## config.mk

```make
export PLATFORM = sky130hd
export DESIGN_NAME = mem_arbiter
export DESIGN_NICKNAME = d
export VERILOG_FILES = /design/src/rtl/mem_arbiter.sv
export SDC_FILE = /design/constraint.sdc
export NUM_CORES = 1
export LEC_CHECK = 0
export BUFFER_PORTS_ARGS = -buffer_cell sky130_fd_sc_hd__clkbuf_2
export CAP_MARGIN = 40
export CELL_PAD_IN_SITES_DETAIL_PLACEMENT = 1
export CELL_PAD_IN_SITES_GLOBAL_PLACEMENT = 1
export CORE_AREA = 2 2 198 200
export DETAILED_ROUTE_END_ITERATION = 8
export DIE_AREA = 0 0 200 202
export PLACE_DENSITY = 0.77
export SYNTH_ARGS = -nofsm -noshare
export SYNTH_HDL_FRONTEND = slang
export SYNTH_SLANG_ARGS = --single-unit
```

## constraint.sdc

```tcl
create_clock -name clk -period 1.6 [get_ports clk]
set_input_delay 0.16 -clock clk [delete_from_list [all_inputs] [get_ports clk]]
set_output_delay 0.16 -clock clk [all_outputs]
set_load 0.05 [all_outputs]
```

## src/rtl/mem_arbiter.sv

```systemverilog
// Shares one memory port between instruction fetch and load/store traffic.
// One transaction in flight; a waiting fetch is forced through after STARVE_LIMIT data grants.
module mem_arbiter #(
  parameter int unsigned STARVE_LIMIT = 3
) (
  input  logic        clk,
  input  logic        rst,
  input  logic        if_req,
  input  logic [63:0] if_addr,
  output logic        if_resp_valid,
  output logic [31:0] if_resp_instr,
  input  logic        d_req,
  input  logic        d_we,
  input  logic [63:0] d_addr,
  input  logic [63:0] d_wdata,
  input  logic [7:0]  d_wmask,
  output logic        d_resp_valid,
  output logic [63:0] d_resp_rdata,
  input  logic        flush,
  output logic        if_stall,
  output logic        d_stall,
  output logic        mem_req_valid,
  input  logic        mem_req_ready,
  output logic [63:0] mem_addr,
  output logic        mem_we,
  output logic [63:0] mem_wdata,
  output logic [7:0]  mem_wmask,
  input  logic        mem_resp_valid,
  input  logic [63:0] mem_resp_rdata
);

  typedef enum logic [1:0] {IDLE, ISSUE, WAIT, RESP} ArbState;

  localparam logic [3:0] starveMax = 4'(STARVE_LIMIT);

  ArbState     state;
  logic        ownerData;
  logic        drop;
  logic [3:0]  starveCnt;
  logic [63:0] respData;
  logic        grantData;
  logic        grantFetch;

  // NOTE: every always_comb output gets a default first, so no path can infer a latch.
  always_comb begin
    grantData  = 1'b0;
    grantFetch = 1'b0;
    if (state == IDLE) begin
      grantData  = d_req && !(if_req && (starveCnt == starveMax) && !flush);
      grantFetch = !grantData && if_req && !flush;
    end
  end

  // NOTE: sequential state uses non-blocking assignments only, so every register
  // sees the pre-edge values of the others regardless of statement order.
  always_ff @(posedge clk) begin
    if (rst) begin
      // NOTE: the payload and response-data registers are reset as well, because
      // mem_* and the response data buses must read zero right after reset.
      state         <= IDLE;
      ownerData     <= 1'b0;
      drop          <= 1'b0;
      starveCnt     <= '0;
      respData      <= '0;
      mem_req_valid <= 1'b0;
      mem_addr      <= '0;
      mem_we        <= 1'b0;
      mem_wdata     <= '0;
      mem_wmask     <= '0;
    end else begin
      unique case (state)
        IDLE: begin
          if (grantData) begin
            ownerData     <= 1'b1;
            mem_addr      <= d_addr;
            mem_we        <= d_we;
            mem_wdata     <= d_wdata;
            mem_wmask     <= d_wmask;
            mem_req_valid <= 1'b1;
            state         <= ISSUE;
          end else if (grantFetch) begin
            ownerData     <= 1'b0;
            mem_addr      <= if_addr;
            mem_we        <= 1'b0;
            mem_wdata     <= '0;
            mem_wmask     <= '0;
            mem_req_valid <= 1'b1;
            state         <= ISSUE;
          end
          // Counts data grants that overtook a waiting fetch.
          if (grantData && if_req)
            starveCnt <= (starveCnt >= starveMax) ? starveMax : starveCnt + 4'd1;
          else if (grantFetch || !if_req)
            starveCnt <= '0;
        end
        ISSUE: begin
          if (flush && !ownerData) drop <= 1'b1;
          if (mem_req_ready) begin
            mem_req_valid <= 1'b0;
            state         <= WAIT;
          end
        end
        WAIT: begin
          if (flush && !ownerData) drop <= 1'b1;
          if (mem_resp_valid) begin
            respData <= mem_resp_rdata;
            state    <= RESP;
          end
        end
        RESP: begin
          drop  <= 1'b0;
          state <= IDLE;
        end
      endcase
    end
  end

  // A flush in the response cycle itself must also suppress the fetch pulse.
  assign if_resp_valid = (state == RESP) && !ownerData && !drop && !flush;
  assign d_resp_valid  = (state == RESP) && ownerData;
  assign if_resp_instr = mem_addr[2] ? respData[63:32] : respData[31:0];
  assign d_resp_rdata  = respData;
  assign if_stall      = if_req && !if_resp_valid;
  assign d_stall       = d_req && !d_resp_valid;

endmodule

```

# After elaboration in Yosys (flattened, before gate mapping)
# Cells that the tools add are included.
[word_totals] out_inout_bits=238 in_bits=272 ff_bits=210 elab_cells=80
[classes] mux=26 eq_ne=8 magnitude_cmp=1 n_addsub=1 n_reduce_logical=34
[ops] op="two-way mux 64 bit" n=4
[ops] op="two-way mux 32 bit" n=1
[ops] op="two-way mux 8 bit" n=2
[ops] op="logical AND 1 bit" n=13
[ops] op="two-way mux 4 bit" n=3
[ops] op="two-way mux 1 bit" n=9
[ops] op="zero test 1 bit" n=8
[ops] op="two-way mux 2 bit" n=4
[ops] op="one-hot mux 2 bit (4 select lines)" n=1
[ops] op="AND reduction 2 bit" n=4
[ops] op="nonzero test 2 bit" n=4
[ops] op="AND reduction 3 bit" n=2
[ops] op="adder 4 x 1 -> 4 bit (second input constant)" n=1
[ops] op="equality test 2 bit (second input constant)" n=2
[ops] op="equality test 4 x 2 -> 1 bit (second input constant)" n=1
[ops] op=">= comparator 4 x 2 -> 1 bit (second input constant)" n=1
[ops] op="inequality test 2 bit (second input constant)" n=2
[ops] op="one-hot mux 1 bit (2 select lines)" n=2
[ops] op="inequality test 3 bit (second input constant)" n=1
[ops] op="equality test 2 x 1 -> 1 bit (second input constant)" n=1
[ops] op="zero test 2 bit" n=1
[ops] op="inequality test 2 x 1 -> 1 bit (second input constant)" n=1
[ops] op="OR reduction 2 bit" n=1
[ops] op="logical OR 1 bit" n=1

# Longest topological paths before layout
# Gate-level depths: netlist (run 1).
[depth] depth_word=12 ltp_mapped=9 mapped_depth_nobuf=6

# Worst setup path after synthesis (run 1)
# No wires, ideal clock.
[synth_path] kind="register to output" from="reg state[0]" to="out if_stall" t_required_ps=1440 arrival_ps=2926 path_slack_ps=-1486 path_stages_with_launch=4 n_path_buf=0 path_cell_list="dfxtp_1 ha_1 nor4b_1 nor2b_1"
[synth_between] elab_chain_len=6
[synth_rtl] element="from (decl)" line_no="36" rtl="ArbState state;"
[synth_rtl] element="from (signal assigned)" line_no="60" rtl="state <= IDLE;"
[synth_rtl] element="from (signal assigned)" line_no="80" rtl="state <= ISSUE;"
[synth_rtl] element="from (signal assigned)" line_no="88" rtl="state <= ISSUE;"
[synth_rtl] element="equality test 2 bit" line_no="119" rtl="assign if_resp_valid = (state == RESP) && !ownerData && !drop && !flush;"
[synth_rtl] element="logical AND 1 bit (3 in a row)" line_no="119"
[synth_rtl] element="net if_resp_valid" line_no="10" rtl="output logic if_resp_valid,"
[synth_rtl] element="zero test 1 bit" line_no="123" rtl="assign if_stall = if_req && !if_resp_valid;"
[synth_rtl] element="logical AND 1 bit" line_no="123"
[synth_rtl] element="to (decl)" line_no="20" rtl="output logic if_stall,"
# The timed path passes the listed nets, and every way through them passes these cells.

# Worst setup path after layout (run 1)
[layout_path] from="reg starveCnt[0]" to="reg mem_addr[57]"
[layout_between] elab_chain_len=11 elab_cells_between_ends=13 cone_classes="1 x eq/ne; 3 x mux; 9 x reduce/logical"
[layout_rtl] element="from (decl)" line_no="39" rtl="logic [3:0] starveCnt;"
[layout_rtl] element="from (signal assigned)" line_no="92" rtl="starveCnt <= (starveCnt >= starveMax) ? starveMax : starveCnt + 4'd1;"
[layout_rtl] element="equality test 4 x 2 -> 1 bit (*)" line_no="49" rtl="grantData = d_req && !(if_req && (starveCnt == starveMax) && !flush);"
[layout_rtl] element="logical AND 1 bit (*) (2 in a row)" line_no="49"
[layout_rtl] element="zero test 1 bit (*)" line_no="49"
[layout_rtl] element="logical AND 1 bit (*)" line_no="49"
[layout_rtl] element="zero test 1 bit" line_no="50" rtl="grantFetch = !grantData && if_req && !flush;"
[layout_rtl] element="logical AND 1 bit (2 in a row)" line_no="50"
[layout_rtl] element="two-way mux 1 bit" line_no="48" rtl="if (state == IDLE) begin"
[layout_rtl] element="nonzero test 2 bit (no source line)"
[layout_rtl] element="AND reduction 2 bit (no source line)"
[layout_rtl] element="to (signal assigned)" line_no="75" rtl="mem_addr <= d_addr;"
[layout_rtl] element="to (signal assigned)" line_no="83" rtl="mem_addr <= if_addr;"
[layout_rtl] element="to (decl)" line_no="24" rtl="output logic [63:0] mem_addr,"
# Every way passes the cells marked *; elsewhere a longest branch is shown, timed or not.
# A chain may end at the register's enable or synchronous reset.

==> out/metrics.cfg, run 1 <==
[global_routing]
globalRouteOverflowTotal = 0
antenna_found_initial = 13
grt_pass1_wl_microns = 86400
gr-usage-all-layers = 0.2765
grt_pass1_vias = 14410
grt_max_degree = 69

[worst_setup_path]
reg2reg_slack_ns = -0.54
end_kind = flop
crit_type = reg -> reg
ff2ff_path_depth = 9
startpoint = starveCnt[0]
r2r_end = mem_addr[57]
worstPathArrival_ns = 2.53
crit_required_ns = 1.99
r2r_start = starveCnt[0]
crit_path_start_kind = flop
critPathMaxFanout = 4

[yosys]
ys_warn_count = 0
synth_area_per_cell_sq_um = 8.310
yosysUniqueCellTypes = 33
synth_edf_count = 0
synthCells = 1138
ys_async_sr_fraction = 0
ys_ff_latch = 210
yosysSeqAreaShare = 0.4446
synth_flop_cell = dfxtp_1
syn_nets = 1415
synth_area_sq_mm = 0.009457

[clock_tree]
clk_pin_slew_ns = 0.06
clockRootBuffer = clkbuf_16
clk_latency_ns = 0.56
cts.sinks = 210
cts_inserted_buffers = 26
cts_tree = yes
h-tree-depth = 1
clock_path_buffers = 3

[drt]
drt_wl_total_microns = 66600
vias_per_cell = 5.532
vias = 13500
drtAntennaViolNets = 0
drt_first_pass_iters = 5
drc = 0
routedWlPerCell_microns = 27.30
drt_first_iter_violations = 720

[final_layout]
nNetsFinal = 2170
final_cell_mix = clkbuf_2, dfxtp_1, dlygate4sd3_1, nor2_1, nand2_1
drive_above_1_share = 0.5079
area_growth_pct = 101.0
final_area_sq_mm = 0.01901
postLayoutCoreUtil = 0.4966
layout_commonest_cell = clkbuf_2

[die]
fp.dieH_microns = 202
initial_core_util = 0.2470
io_pins = 510
dieWidth_microns = 200
dieArea_sq_mm = 0.04040
rows = 72
core-area_sq_mm = 0.03829

[sta]
final-hold-violation-count = 0
fmaxAchievable_mhz = 467.5
finalSetupViolCount = 189
setup_ws_ns = -0.5389
drv_slew = 0
tightest_slew_ns = 0.5590
skew_ns = 0.01669
finalCritPeriodShare = 1.337
fin_crit_ns = 2.139
rsz0062_at_grt = true
hold_ws_ns = 0.02800
max-slew-margin-rel = 0.6274

[power]
ir_worst_vdd_mv = 0.8839
p_per_area_mw_per_mm2 = 1598
leakagePower_nw = 8.110
total_power_mw = 30.39

[worst_hold_path]
hold_class = in -> reg
min_path_cells = 3
min_from = d_addr[62]
min_delay_worst_endpoint = mem_addr[62]

[placed_design]
gp_congestion = 0.8043
pre_cts_slack_ns = -0.08563
placement.io_buffers = 509
postPlaceCellArea_sq_mm = 0.01300
dp_hpwl_microns = 30630

[flow_run]
drv_cap = 0

[outcome]
status = finished with violations
violations = negative setup slack

registers in the layout, summed over array words and instances (netlist names), 2 cells and up:
name,cells
mem_wmask,8
mem_wdata,64
d_resp_rdata,64
state,2
mem_addr,64
starveCnt,4
area by class of cell:
class	count	area (sq um)
Antenna cell	12	30.03
Clock buffer	36	748.2
Clock inverter	9	87.58
Fill cell	4336	19270
Inverter	4	17.52
Multi-Input combinational cell	805	6123
Sequential cell	210	4213
Tap cell	518	648.1
Timing Repair Buffer	846	7144
repair_timing:
| item | in CTS | in global routing |
|---|---|---|
| pin swaps | 75 | 149 |
| resized for setup | 239 | 252 |
| hold buffers | 199 | 0 |
| endpoints found under the setup margin | 169 | 241 |
| hold endpoints to repair | 199 | 0 |
| setup buffers | 29 | 22 |
| cloned | 20 | 20 |
cells in the mapped netlist, drive strengths merged, types with 4 or more instances:
cell / instances / area [sq um]
o21bai: 64 / 480.5
a22oi: 74 / 555.5
mux2: 32 / 360.4
a311oi: 65 / 569.3
clkbuf: 66 / 247.7
nor2: 146 / 548.0
inv: 4 / 15.01
buf: 53 / 266.5
o21ai: 4 / 20.01
and3: 64 / 400.4
ha: 5 / 62.56
dfxtp: 210 / 4204
nor2b: 4 / 25.02
and2: 5 / 31.28
a31oi: 64 / 400.4
nand2: 133 / 499.2
a21oi: 130 / 650.6
worst max-delay path, stage by stage (launching register included):
cell      delay [ns]
dfxtp_2         0.35
ha_4            0.14
nor3b_4         0.23
buf_6           0.15
buf_12          0.12
buf_12          0.13
buf_16          0.11
and3_4          0.17
a31oi_2         0.05
a311oi_2        0.51
cells by family after synthesis:
| logic type | share of synthesized area |
|---|---|
| mux | 0.03916 |
| fa+ha+maj | 0.006616 |
| compound gates | 0.2866 |
| buf+inv | 0.05597 |
| flops | 0.4446 |
| simple gates | 0.1671 |
where the power goes:
part	switching (mW)	internal, mW	leakage, nW
Clock	2.61	3.42	0.413
Sequential	1.08	6.44	1.72
Combinational	10.9	5.99	5.97
metal layers:
metal	up-vias	wire [microns]	GRT usage
met3	360	5446	0.06107
met1	6538	22820	0.2876
met4	2	5005	0.1934
li1	5661	-	-
met2	936	33310	0.4898
met5	-	15	0
per-stage QoR:
| stage | instances | setup TNS (ns) |
|---|---|---|
| floorplan | 1138 | -0.1071 |
| CTS | 2402 | -28.95 |
| global placement | 2111 | -0.09481 |
| finish | 2440 | -29.87 |
| global route | 2439 | -41.28 |
| detailed placement | 2111 | -3.866 |
worst max path at each step:
| stage | cells after the start | slack, ns | end |
|---|---|---|---|
| detailed placement | 7 | -0.09 | mem_addr[58] |
| global placement | 8 | -0.04 | mem_wdata[33] |
| floorplan | 3 | -0.11 | if_stall |
| global route | 9 | -0.55 | mem_addr[57] |
| CTS | 5 | -0.34 | if_stall |
| finish | 9 | -0.54 | mem_addr[57] |
No activity file was read; power rests on OpenSTA's default activity.
==> run 2, diff against run 1 <==
==> constraint.sdc (replaced) <==
create_clock -name clk -period 1.6 [get_ports clk]
set_input_delay 0.16 -clock clk [delete_from_list [all_inputs] [get_ports clk]]
set_output_delay 0.16 -clock clk [all_outputs]
set_load 0.005 [all_outputs]
==> run 2 against run 1 <==
  * Critical endpoint is now if_stall
  * Highest routed layer is now met4
  * Clock-buffer cell count rose by 3
  * The flow still finishes with violations (negative setup slack)
  * Global-route usage decreased by 0.61 points
  * Largest power group unchanged
  * Register-to-register slack better by 0.32 ns
==> out/metrics.cfg, run 2 (synthesis results as in run 1) <==
[sta]
finalSetupViolCount = 173  ; -8.5%
fmaxAchievable_mhz = 531.2  ; +14%
final-hold-violation-count = 0  ; unchanged
hold_ws_ns = 0.06235  ; +0.03435 ns
tightest_slew_ns = 0.5276  ; -0.03133 ns
setup_ws_ns = -0.2825  ; +0.2564 ns
finalCritPeriodShare = 1.177  ; -0.1603
max-slew-margin-rel = 0.6469  ; +0.01955
skew_ns = 0.02938  ; +0.01269 ns
fin_crit_ns = 1.882  ; -0.2564 ns
rsz0062_at_grt = true
drv_slew = 0  ; unchanged

[clock_tree]
clk_pin_slew_ns = 0.06  ; about the same
h-tree-depth = 1  ; unchanged
cts_inserted_buffers = 26  ; unchanged
cts.sinks = 210  ; unchanged
clock_path_buffers = 3  ; unchanged
clk_latency_ns = 0.56  ; about the same
cts_tree = yes
clockRootBuffer = clkbuf_16

[drt]
drtAntennaViolNets = 0  ; unchanged
routedWlPerCell_microns = 24.88  ; -8.9%
drt_wl_total_microns = 60930  ; -8.5%
drt_first_iter_violations = 719  ; -0.14%
drt_first_pass_iters = 5  ; unchanged
vias_per_cell = 5.354  ; -3.2%
drc = 0  ; unchanged
vias = 13110  ; -2.9%

[global_routing]
grt_pass1_wl_microns = 84320  ; -2.4%
gr-usage-all-layers = 0.2704  ; -0.006099
grt_max_degree = 85  ; +23%
antenna_found_initial = 5  ; -8
globalRouteOverflowTotal = 0  ; unchanged
grt_pass1_vias = 14320  ; -0.69%

[worst_setup_path]
path_buf_inv = 3  ; -1
worstPathArrival_ns = 1.72  ; -0.81 ns
cpLargestDelayFamily = buffers and inverters
critPathMaxFanout = 2  ; -2
crit_type = reg -> out
r2r_start = state[1]
crit_required_ns = 1.44  ; -0.55 ns
ff2ff_path_depth = 10  ; +1
r2r_end = mem_addr[41]
reg2reg_slack_ns = -0.22  ; +0.32 ns
slowest_delay_ns = 0.33  ; -0.18 ns
crit_path_start_kind = flop
path_cells = buf_6 -> ha_4 -> nor4b_4 -> buf_4 -> nor2b_1 -> clkbuf_2
end_kind = primary output
cp_slowest_cell = dfxtp_2

[placed_design]
gp_congestion = 0.8481  ; +5.4%
postPlaceCellArea_sq_mm = 0.01307  ; +0.54%
dp_hpwl_microns = 30520  ; -0.37%
placement.io_buffers = 509  ; unchanged
pre_cts_slack_ns = -0.1139  ; -0.02827 ns

[die]
fp.dieH_microns = 202  ; unchanged
core-area_sq_mm = 0.03829  ; unchanged
io_pins = 510  ; unchanged
dieArea_sq_mm = 0.04040  ; unchanged
initial_core_util = 0.2470  ; unchanged
rows = 72  ; unchanged
dieWidth_microns = 200  ; unchanged

[final_layout]
nNetsFinal = 2184  ; +0.65%
layout_commonest_cell = clkbuf_2
final_area_sq_mm = 0.01852  ; -2.6%
final_cell_mix = clkbuf_2, dfxtp_1, dlygate4sd3_1, nor2_1, nand2_1
area_growth_pct = 95.83
drive_above_1_share = 0.4585  ; -0.04939
nFillCells = 4313  ; -0.53%

[worst_hold_path]
min_delay_worst_endpoint = mem_addr[2]
min_from = if_addr[2]
hold_class = in -> reg
min_path_cells = 4  ; +1

[outcome]
violations = negative setup slack
status = finished with violations

[power]
total_power_mw = 27.09  ; -11%
leakagePower_nw = 8.173  ; +0.77%
ir_worst_vdd_mv = 0.8594  ; -2.8%
p_per_area_mw_per_mm2 = 1463  ; -8.5%

[flow_run]
drv_cap = 0  ; unchanged

==> run 2: area by class of cell <==
class | count | area (sq um) | share of cell area
multi-input cells | 805 | 5738 | 0.3098
clock buffers | 39 | 769.5 | 0.04155
well taps | 518 | 648.1 | 0.03500
repair buffers | 860 | 7063 | 0.3814
inverters | 4 | 20.02 | 0.001081
diodes | 5 | 12.51 | 0.0006756
flip-flops and latches | 210 | 4213 | 0.2275
clock inverters | 8 | 55.05 | 0.002973
==> run 2: worst max-delay path by stage <==
stage | depth (start not counted) | endpoint | startpoint | slack, ns
after global placement | 6 | if_stall | state[0] | -0.02
final | 6 | if_stall | state[1] | -0.28
after floorplan | 9 | mem_wdata[61] | state[0] | -0.02
after CTS | 6 | if_stall | state[1] | -0.29
after detailed placement | 7 | mem_addr[0] | starveCnt[1] | -0.11
after global routing | 6 | if_stall | state[1] | -0.33
==> run 2: what timing repair did <==
action,in CTS,in global routing
cloned,27,12
setup buffers,34,17
hold buffers,203,0
pin swaps,64,73
endpoints found under the setup margin,173,190
resized for setup,164,146
endpoints found under the hold margin,205,0
==> run 2: layer usage <==
metal	global-route usage	part of all wire	vias to the layer above	routed length (microns)
li1	-	-	5703	-
met3	0.05139	0.069	269	4205
met4	0.1603	0.066	0	4010
met5	0	0	-	0
met1	0.2928	0.36	6432	21880
met2	0.4849	0.51	708	30840
==> run 2: stage by stage <==
step / std cells / TNS (ns) / utilization
6_report: 2449 / -23.43 / 0.4837
5_1_grt: 2449 / -34.80 / 0.4837
4_1_cts: 2431 / -23.60 / 0.4633
3_5_place_dp: 2121 / -5.968 / 0.3413
3_3_place_gp: 2121 / -0.03505 / 0.3413
2_1_floorplan: 1138 / -0.9082 / -
==> run 2: worst reg2reg max path, cell delays in order, from the launching register on <==
cell and delay, ns:
dfxtp_2 0.32, buf_4 0.14, inv_4 0.06, ha_4 0.13, buf_4 0.10, a21boi_4 0.25, buf_12 0.19, buf_12 0.13
buf_16 0.11, nor2_1 0.05, a311oi_1 0.23
==> run 2: where the power goes <==
part	total, mW	internal [mW]	switching (mW)	leakage (nW)
logic	13.8	7.05	6.77	6.04
clock network	5.84	3.31	2.52	0.413
registers	7.43	6.44	0.993	1.72
total	27.1	16.8	10.3	8.17
==> run 3, diff against run 2 <==
Settings changed: ABC_AREA set to 1, PLACE_DENSITY 0.77 to 0.79.
==> run 3 against run 2 <==
  * The flow still finishes with violations (negative setup slack)
  * Worst setup slack gained 0.14 ns
  * Sequential cell count unchanged
  * Clock power rose by 3%
  * First-iteration DRC count shrank 21%
  * Sequential share of layout area rose by 2.2 points
  * Hold slack got worse by 0.035 ns
  * Largest power group unchanged
==> out/metrics.cfg, run 3 <==
[outcome]
status = finished with violations
violations = negative setup slack

[sta]
fin_crit_ns = 1.745  ; -0.1374 ns
drv_slew = 0  ; unchanged
finalSetupViolCount = 38  ; -78%
rsz0062_at_grt = true
finalCritPeriodShare = 1.091  ; -0.08590
skew_ns = 0.02607  ; -0.003311 ns
tightest_slew_ns = 0.4222  ; -0.1054 ns
final-hold-violation-count = 0  ; unchanged
setup_ws_ns = -0.1450  ; +0.1374 ns
fin_tns_setup_ns = -3.229  ; +20.20 ns
fmaxAchievable_mhz = 573.1  ; +7.9%
max-slew-margin-rel = 0.7155  ; +0.06861
hold_ws_ns = 0.02767  ; -0.03468 ns

[yosys]
synth_edf_count = 0  ; unchanged
muxShareOfSynthArea = 0  ; -0.03916
synth-adder-area-share = 0.006884  ; +0.0002687
synth_common_cells = nand2_1, nor2_1, dfxtp_1, nand3_1, a21oi_1
synth_largest_area_cell = dfxtp_1
ys_async_sr_fraction = 0  ; unchanged
synth_area_sq_mm = 0.009087  ; -3.9%
synth_area_per_cell_sq_um = 6.792  ; -18%
ys_warn_count = 0  ; unchanged
synthCells = 1338  ; +18%
yosysUniqueCellTypes = 23  ; -30%
synth_top_area_frac = 0.4626  ; +0.01806
synth_top_family_by_area = simple AND/OR/NAND/NOR gates
synth_compound_area_frac = 0.08123  ; -0.2054
ys_ff_latch = 210  ; unchanged
synth_xor_area_frac = 0  ; unchanged
yosysSeqAreaShare = 0.4626  ; +0.01806
synth-simple-area-share = 0.3580  ; +0.1909
syn_nets = 1615  ; +14%
synth.most_common_cell = nand2_1
synth_flop_cell = dfxtp_1
netlist_top_cells_area = dfxtp_1, nand2_1, nand3_1

[worst_setup_path]
path_cells = buf_12 -> clkinv_8 -> buf_12 -> nand2_1 -> nand2_1 -> clkbuf_2
ff2ff_path_depth = 10  ; unchanged
reg2reg_slack_ns = -0.04  ; +0.18 ns
crit_path_start_kind = flop
crit_required_ns = 1.44  ; about the same
cp_slowest_cell = dfxtp_4
crit_type = reg -> out
critPathMaxFanout = 8  ; +6
r2r_start = state[1]
end_kind = primary output
r2r_end = mem_addr[39]
worstPathArrival_ns = 1.59  ; -0.13 ns
slowest_delay_ns = 0.37  ; +0.04 ns

[clock_tree]
h-tree-depth = 1  ; unchanged
clockRootBuffer = clkbuf_16
clock_path_buffers = 3  ; unchanged
cts_tree = yes
clk_latency_ns = 0.55  ; about the same
cts.sinks = 210  ; unchanged
cts_inserted_buffers = 26  ; unchanged
clk_pin_slew_ns = 0.06  ; about the same

[drt]
vias_per_cell = 4.919  ; -8.1%
drt_first_iter_violations = 571  ; -21%
routedWlPerCell_microns = 21.73  ; -13%
drc = 0  ; unchanged
drtAntennaViolNets = 0  ; unchanged
drt_wl_total_microns = 57810  ; -5.1%
vias = 13090  ; -0.21%
drt_first_pass_iters = 5  ; unchanged

[global_routing]
grt_pass1_vias = 14330  ; +0.098%
grt_pass1_wl_microns = 82080  ; -2.7%
antenna_found_initial = 14  ; +9
globalRouteOverflowTotal = 0  ; unchanged
grt_max_degree = 83  ; -2.4%
gr-usage-all-layers = 0.2614  ; -0.008920

[placed_design]
gp_congestion = 0.8188  ; -3.5%
postPlaceCellArea_sq_mm = 0.01238  ; -5.2%
placement.io_buffers = 509  ; unchanged
dp_hpwl_microns = 29110  ; -4.6%

[power]
ir_worst_vdd_mv = 0.7358  ; -14%
leakagePower_nw = 8.410  ; +2.9%
p_per_area_mw_per_mm2 = 1459  ; -0.26%
total_power_mw = 24.65  ; -9.0%

[die]
initial_core_util = 0.2374  ; -0.009641
dieArea_sq_mm = 0.04040  ; unchanged
io_pins = 510  ; unchanged
core-area_sq_mm = 0.03829  ; unchanged
fp.dieH_microns = 202  ; unchanged
rows = 72  ; unchanged
dieWidth_microns = 200  ; unchanged

[worst_hold_path]
hold_class = in -> reg
min_delay_worst_endpoint = mem_req_valid
min_from = mem_req_ready
min_path_cells = 6  ; +2

[final_layout]
layout_commonest_cell = clkbuf_2
final_cell_mix = clkbuf_2, dlygate4sd3_1, nor2_1, nand2_1, dfxtp_1
area_growth_pct = 85.92
drive_above_1_share = 0.3449  ; -0.1136
nNetsFinal = 2390  ; +9.4%
final_area_sq_mm = 0.01690  ; -8.8%

[flow_run]
drv_cap = 0  ; unchanged

[run 3: final cells by class]
class / count / area (sq um)
antenna: 11 / 27.53
clock buffer: 38 / 755.7
clock inverter: 8 / 107.6
fill: 4704 / 21390
inverter: 82 / 332.8
multi-input combinational: 944 / 4463
sequential: 210 / 4212
tap: 518 / 648.1
timing repair buffer: 849 / 6349
[run 3: metrics by stage]
step	util	setup slack, ns	cells
finish	0.4413	-0.1450	2660
global route	0.4413	-0.1821	2660
CTS	0.4263	-0.2108	2635
detailed placement	0.3234	0.004251	2313
global placement	0.3234	0.06618	2313
floorplan	-	0.1473	1338
[run 3: how the worst max path moves through the flow]
stage	slack, ns	end	startpoint	cells past startpoint
detailed placement	0.004	mem_addr[2]	state[1]	10
global placement	0.07	mem_addr[2]	state[0]	10
global route	-0.18	if_resp_instr[3]	mem_addr[2]	6
finish	-0.15	if_resp_instr[5]	mem_addr[2]	6
floorplan	0.15	mem_addr[44]	state[0]	11
CTS	-0.21	if_stall	state[1]	6
[run 3: routing by layer]
layer,global-route usage,vias to the layer above,part of all wire
met2,0.4603,791,0.49
met5,0,-,0.00076
met4,0.1783,6,0.068
met3,0.07592,267,0.086
met1,0.2650,6214,0.35
li1,-,5807,-
[run 3: worst max-delay path, delay by kind of cell (launching register included)]
| family | cells | cell delay, ns |
|---|---|---|
| buffers and inverters | 4 | 0.47 |
| flip-flops | 1 | 0.37 |
| AND/OR/NAND/NOR | 2 | 0.19 |
[run 3: logic make-up (layout without fill, tap and decap cells)]
group	after synthesis	after routing
simple gates	792	792
flops	210	210
buf+inv	184	977
compound gates	147	147
fa+ha+maj	5	5
other cells	0	11
[run 3: power by group]
group | leakage, nW | total (mW) | internal [mW] | switching, mW
clock network | 0.422 | 6.01 | 3.59 | 2.42
logic | 6.26 | 11.1 | 4.75 | 6.36
registers | 1.72 | 7.52 | 6.47 | 1.05
total | 8.41 | 24.6 | 14.8 | 9.84
[run 3: timing repair]
action | in CTS | in global routing
hold endpoints to repair | 204 | 0
gates resized for setup | 77 | 106
cloned | 5 | 7
pin swaps | 29 | 16
setup buffers | 9 | 9
setup endpoints to repair | 36 | 203
hold buffers | 262 | 0
